**config.mk**
```make
export PLATFORM = sky130hd
export DESIGN_NAME = pc_sequencer
export DESIGN_NICKNAME = d
export VERILOG_FILES = /design/src/rtl/pc_sequencer.sv
export SDC_FILE = /design/constraint.sdc
export NUM_CORES = 1
export LEC_CHECK = 0
export CAP_MARGIN = 40
export CORE_UTILIZATION = 55
export DETAILED_ROUTE_END_ITERATION = 12
export GPL_ROUTABILITY_DRIVEN = 0
export PLACE_DENSITY_LB_ADDON = 0.08
export SYNTH_ARGS = -nofsm -noshare
export SYNTH_HDL_FRONTEND = slang
export SYNTH_SLANG_ARGS = --single-unit
```
**constraint.sdc**
```tcl
create_clock -name clk -period 3.35 [get_ports clk]
set_input_delay 0.67 -clock clk [delete_from_list [all_inputs] [get_ports clk]]
set_output_delay 0.67 -clock clk [all_outputs]
set_load 0.05 [all_outputs]
```
**src/rtl/pc_sequencer.sv**
```systemverilog
// Program counter and fetch sequencer with call/return stack; redirects land one cycle after the request edge.
// stall freezes PC, state and stack; fetch_valid is the only output qualified by stall in the same cycle.
module pc_sequencer #(
    parameter int             D          = 12,
    parameter logic [D-1:0]   START_ADDR = '0,
    parameter int             RAS_DEPTH  = 4
) (
    input  logic         clk,
    input  logic         reset,
    input  logic         start,
    input  logic         stall,
    input  logic         br_en,
    input  logic [D-1:0] br_offset,
    input  logic         jmp_en,
    input  logic         call_en,
    input  logic         ret_en,
    input  logic [D-1:0] jmp_addr,
    input  logic         halt_req,
    output logic [D-1:0] prog_ctr,
    output logic         fetch_valid,
    output logic         done,
    output logic         stack_err
);

    localparam int SPW = $clog2(RAS_DEPTH);

    localparam logic [1:0] S_IDLE = 2'd0;
    localparam logic [1:0] S_RUN  = 2'd1;
    localparam logic [1:0] S_HALT = 2'd2;

    logic [1:0]     state;
    logic [SPW:0]   sp;
    logic [SPW:0]   sp_dec;
    logic [D-1:0]   ras [RAS_DEPTH];
    logic           stack_empty;
    logic           stack_full;

    // sp counts occupied entries, so it needs one bit more than the entry index
    assign sp_dec      = sp - 1'b1;
    assign stack_empty = (sp == '0);
    assign stack_full  = (sp == (SPW+1)'(RAS_DEPTH));

    always_ff @(posedge clk) begin
        if (reset) begin
            state     <= S_IDLE;
            prog_ctr  <= START_ADDR;
            sp        <= '0;
            stack_err <= 1'b0;
            for (int i = 0; i < RAS_DEPTH; i++) begin
                ras[i] <= '0;
            end
        end else begin
            case (state)
                S_IDLE: begin
                    if (start) begin
                        state    <= S_RUN;
                        prog_ctr <= START_ADDR;
                        sp       <= '0;
                    end
                end
                S_RUN: begin
                    if (!stall) begin
                        if (halt_req) begin
                            state <= S_HALT;
                        end else if (ret_en) begin
                            if (stack_empty) begin
                                state     <= S_HALT;
                                stack_err <= 1'b1;
                            end else begin
                                prog_ctr <= ras[sp_dec[SPW-1:0]];
                                sp       <= sp_dec;
                            end
                        end else if (call_en) begin
                            if (stack_full) begin
                                state     <= S_HALT;
                                stack_err <= 1'b1;
                            end else begin
                                ras[sp[SPW-1:0]] <= prog_ctr + 1'b1;
                                sp               <= sp + 1'b1;
                                prog_ctr         <= jmp_addr;
                            end
                        end else if (jmp_en) begin
                            prog_ctr <= jmp_addr;
                        end else if (br_en) begin
                            prog_ctr <= prog_ctr + br_offset;
                        end else begin
                            prog_ctr <= prog_ctr + 1'b1;
                        end
                    end
                end
                S_HALT: begin
                    // restart clears only the pointer; stale entries are unreachable
                    if (start) begin
                        state     <= S_RUN;
                        prog_ctr  <= START_ADDR;
                        sp        <= '0;
                        stack_err <= 1'b0;
                    end
                end
                default: begin
                    state <= S_IDLE;
                end
            endcase
        end
    end

    assign fetch_valid = (state == S_RUN) && !stall;
    assign done        = (state == S_HALT);

endmodule

```
==> reports/results.ini <==
[synthesis]
synth.top_cell.area_share = 0.368
synth_area_leaders = edfxtp_1 (37%), dfxtp_1 (9.2%), mux4_2 (6.9%)
ys_warn_count = 0
synthDistinctLibCells = 60
syn_inst = 378
syn_nets = 427
ys_seq_area_frac = 0.460
yosysTopAreaCell = edfxtp_1
avgSynthCellArea_um2 = 10.4
synth_edf_count = 48
synth_common_cells = nor2_1 (69), edfxtp_1 (48), nand2_1 (26), a21oi_1 (24), dfxtp_1 (18)
synthArstFlopShare = 0
synth_flop_cell = edfxtp_1
synth_area_um2 = 3920
ys_ff_latch = 66
synthMostInstantiatedCell = nor2_1

[timing]
rsz0062_at_grt = no
period_needed_ns = 2.85
fmax_mhz = 351
final.setup.worst_slack_ns = 0.498
period_share = 0.851
slew_headroom = 0.534
setup_violations = 0
finalHoldViolCount = 0
fin_setup_tns_ns = 0
finalClockSkew_ns = 0.0102
tightestPinTransition_ns = 0.697
slew_viol_final = 0

[cts]
cts_buffers = 9
root_buffer = clkbuf_8
clockBufferDepth = 2
post_cts_buffers = 0
path_clk_slew_ns = 0.08
tritoncts = built
cts_resized = 0
clk_latency_ns = 0.34
cts_hold_buf = 0
cts_num_sinks = 66
htreeDepth = 3

[global_routing]
track_usage = 0.268
gr-total-overflow = 0
grt_pass1_wl_um = 14800
grt_pass1_vias = 2959
antenna_found_initial = 0
grt_start_max_net_pins = 22

[finish]
regArea_um2 = 1800
drive_gt1_frac = 0.115
multi_input_area_um2 = 1990
n_antenna_cell = 0
final-instance-count-excl-fill = 529
utilization = 0.693
syn_to_final_growth_pct = 20.8
fin_nets = 477
fin_area_um2 = 4730
fill_cells = 564

[floorplan]
core-area_um2 = 6830
die_area_um2 = 7470
io_pins = 48
die_height_um = 86.4
initial_core_util = 0.574
die-width_um = 86.4
num_rows = 30

[detailed_routing]
routed_wl_um = 9420
avgRoutedWirePerCell_um = 17.8
drtIter0Drc = 248
drc = 0
ant_nets = 0
vias_per_cell = 5.91
drtPass1Iterations = 5
num_vias = 3124

[worst_setup_path]
cp-start-kind = primary input
cp-end-kind = register
crit_fanout = 3
rrSetupSlack_ns = 0.69
required_ns = 3.58
arrival_ns = 3.09
path_class = primary input to register

[placement]
port_buffers = 47
placedInstanceArea_um2 = 4510
dp_cells = 513
hpwl_um = 6780
pre_cts_ws_ns = 0.196

[power]
ir_drop_v = 0.000382
p_per_area_nw_per_um2 = 403
power_leakage_nw = 1.65

[hold_path]
min_path_type = register to register

[run]
drv_cap = 0

[status]
status = completed

[sequential cells by signal, summed over array words and instances, names as in the netlist]
register,flops
ras,48
prog_ctr,12
sp,3
state,2
stack_err,1
[cell type report]
| class | count | share of cell area |
|---|---|---|
| Multi-Input combinational cell | 282 | 0.421 |
| Sequential cell | 66 | 0.381 |
| Inverter | 11 | 0.00873 |
| Timing Repair Buffer | 58 | 0.117 |
| Tap cell | 96 | 0.0254 |
| Clock buffer | 9 | 0.0262 |
| Clock inverter | 7 | 0.0214 |
[metal layers]
layer	vias up	global-route usage	part of all wire
li1	1503	-	-
met1	1486	0.375	0.46
met2	124	0.421	0.47
met3	11	0.0571	0.063
met4	0	0.0864	0.0082
met5	-	0	0
[per-stage QoR]
stage	hold WS (ns)	total power, W
4_1_cts	0.520	0.00192
5_1_grt	0.561	0.00197
6_report	0.520	0.00191
2_1_floorplan	0.474	0.00108
3_3_place_gp	0.499	0.00117
3_5_place_dp	0.509	0.00117
[kinds of logic (layout without fill, tap and decap cells)]
family                   after synthesis  count (layout)  share of synthesized area
AO/OA/AOI/OAI                         84              84                      0.142
XOR/XNOR                              17              17                     0.0380
adder cells (fa/ha/maj)               16              16                     0.0530
buffers and inverters                 30              85                     0.0322
flip-flops                            66              66                      0.460
multiplexers                          19              19                     0.0872
AND/OR/NAND/NOR                      146             146                      0.188
[cell usage in the layout, fill, tap and decap left out, types with 3 or more instances in the layout]
master,n
a211oi_1,4
a21oi_1,24
a32oi_1,4
buf_4,11
clkbuf_8,9
clkdlybuf4s50_1,47
dfxtp_1,18
edfxtp_1,48
ha_1,15
inv_1,11
mux2i_1,6
mux4_2,12
nand2_1,26
nand2b_1,11
nand3_1,9
nand3b_1,4
nand4_1,4
nor2_1,69
nor3_1,6
o211ai_1,3
o21a_1,3
o21ai_0,14
o21ai_1,4
o21bai_1,3
o31a_1,3
xnor2_1,13
xor2_1,4
[worst max-delay path, stage by stage]
cell and delay [ns]:
clkdlybuf4s50_1 0.40, ha_1 0.22, fa_1 0.42, a211oi_1 0.40, o21bai_1 0.17, a221oi_1 0.32, xor2_1 0.20, nand2_1 0.08
a22o_1 0.20
[final timing paths]
path	startpoint	endpoint	depth (start not counted)
setup reg to reg	prog_ctr[0]	prog_ctr[10]	8
hold reg to reg	sp[1]	sp[1]	2
hold / removal	sp[1]	sp[1]	2
setup / recovery	br_offset[0]	prog_ctr[10]	9
[where the power goes]
group / total, W / switching, W / internal (W)
registers: 0.000913 / 0.0000159 / 0.000897
logic: 0.000244 / 0.000132 / 0.000112
clock network: 0.000749 / 0.000325 / 0.000424
No activity file was read; power rests on OpenSTA's default activity.
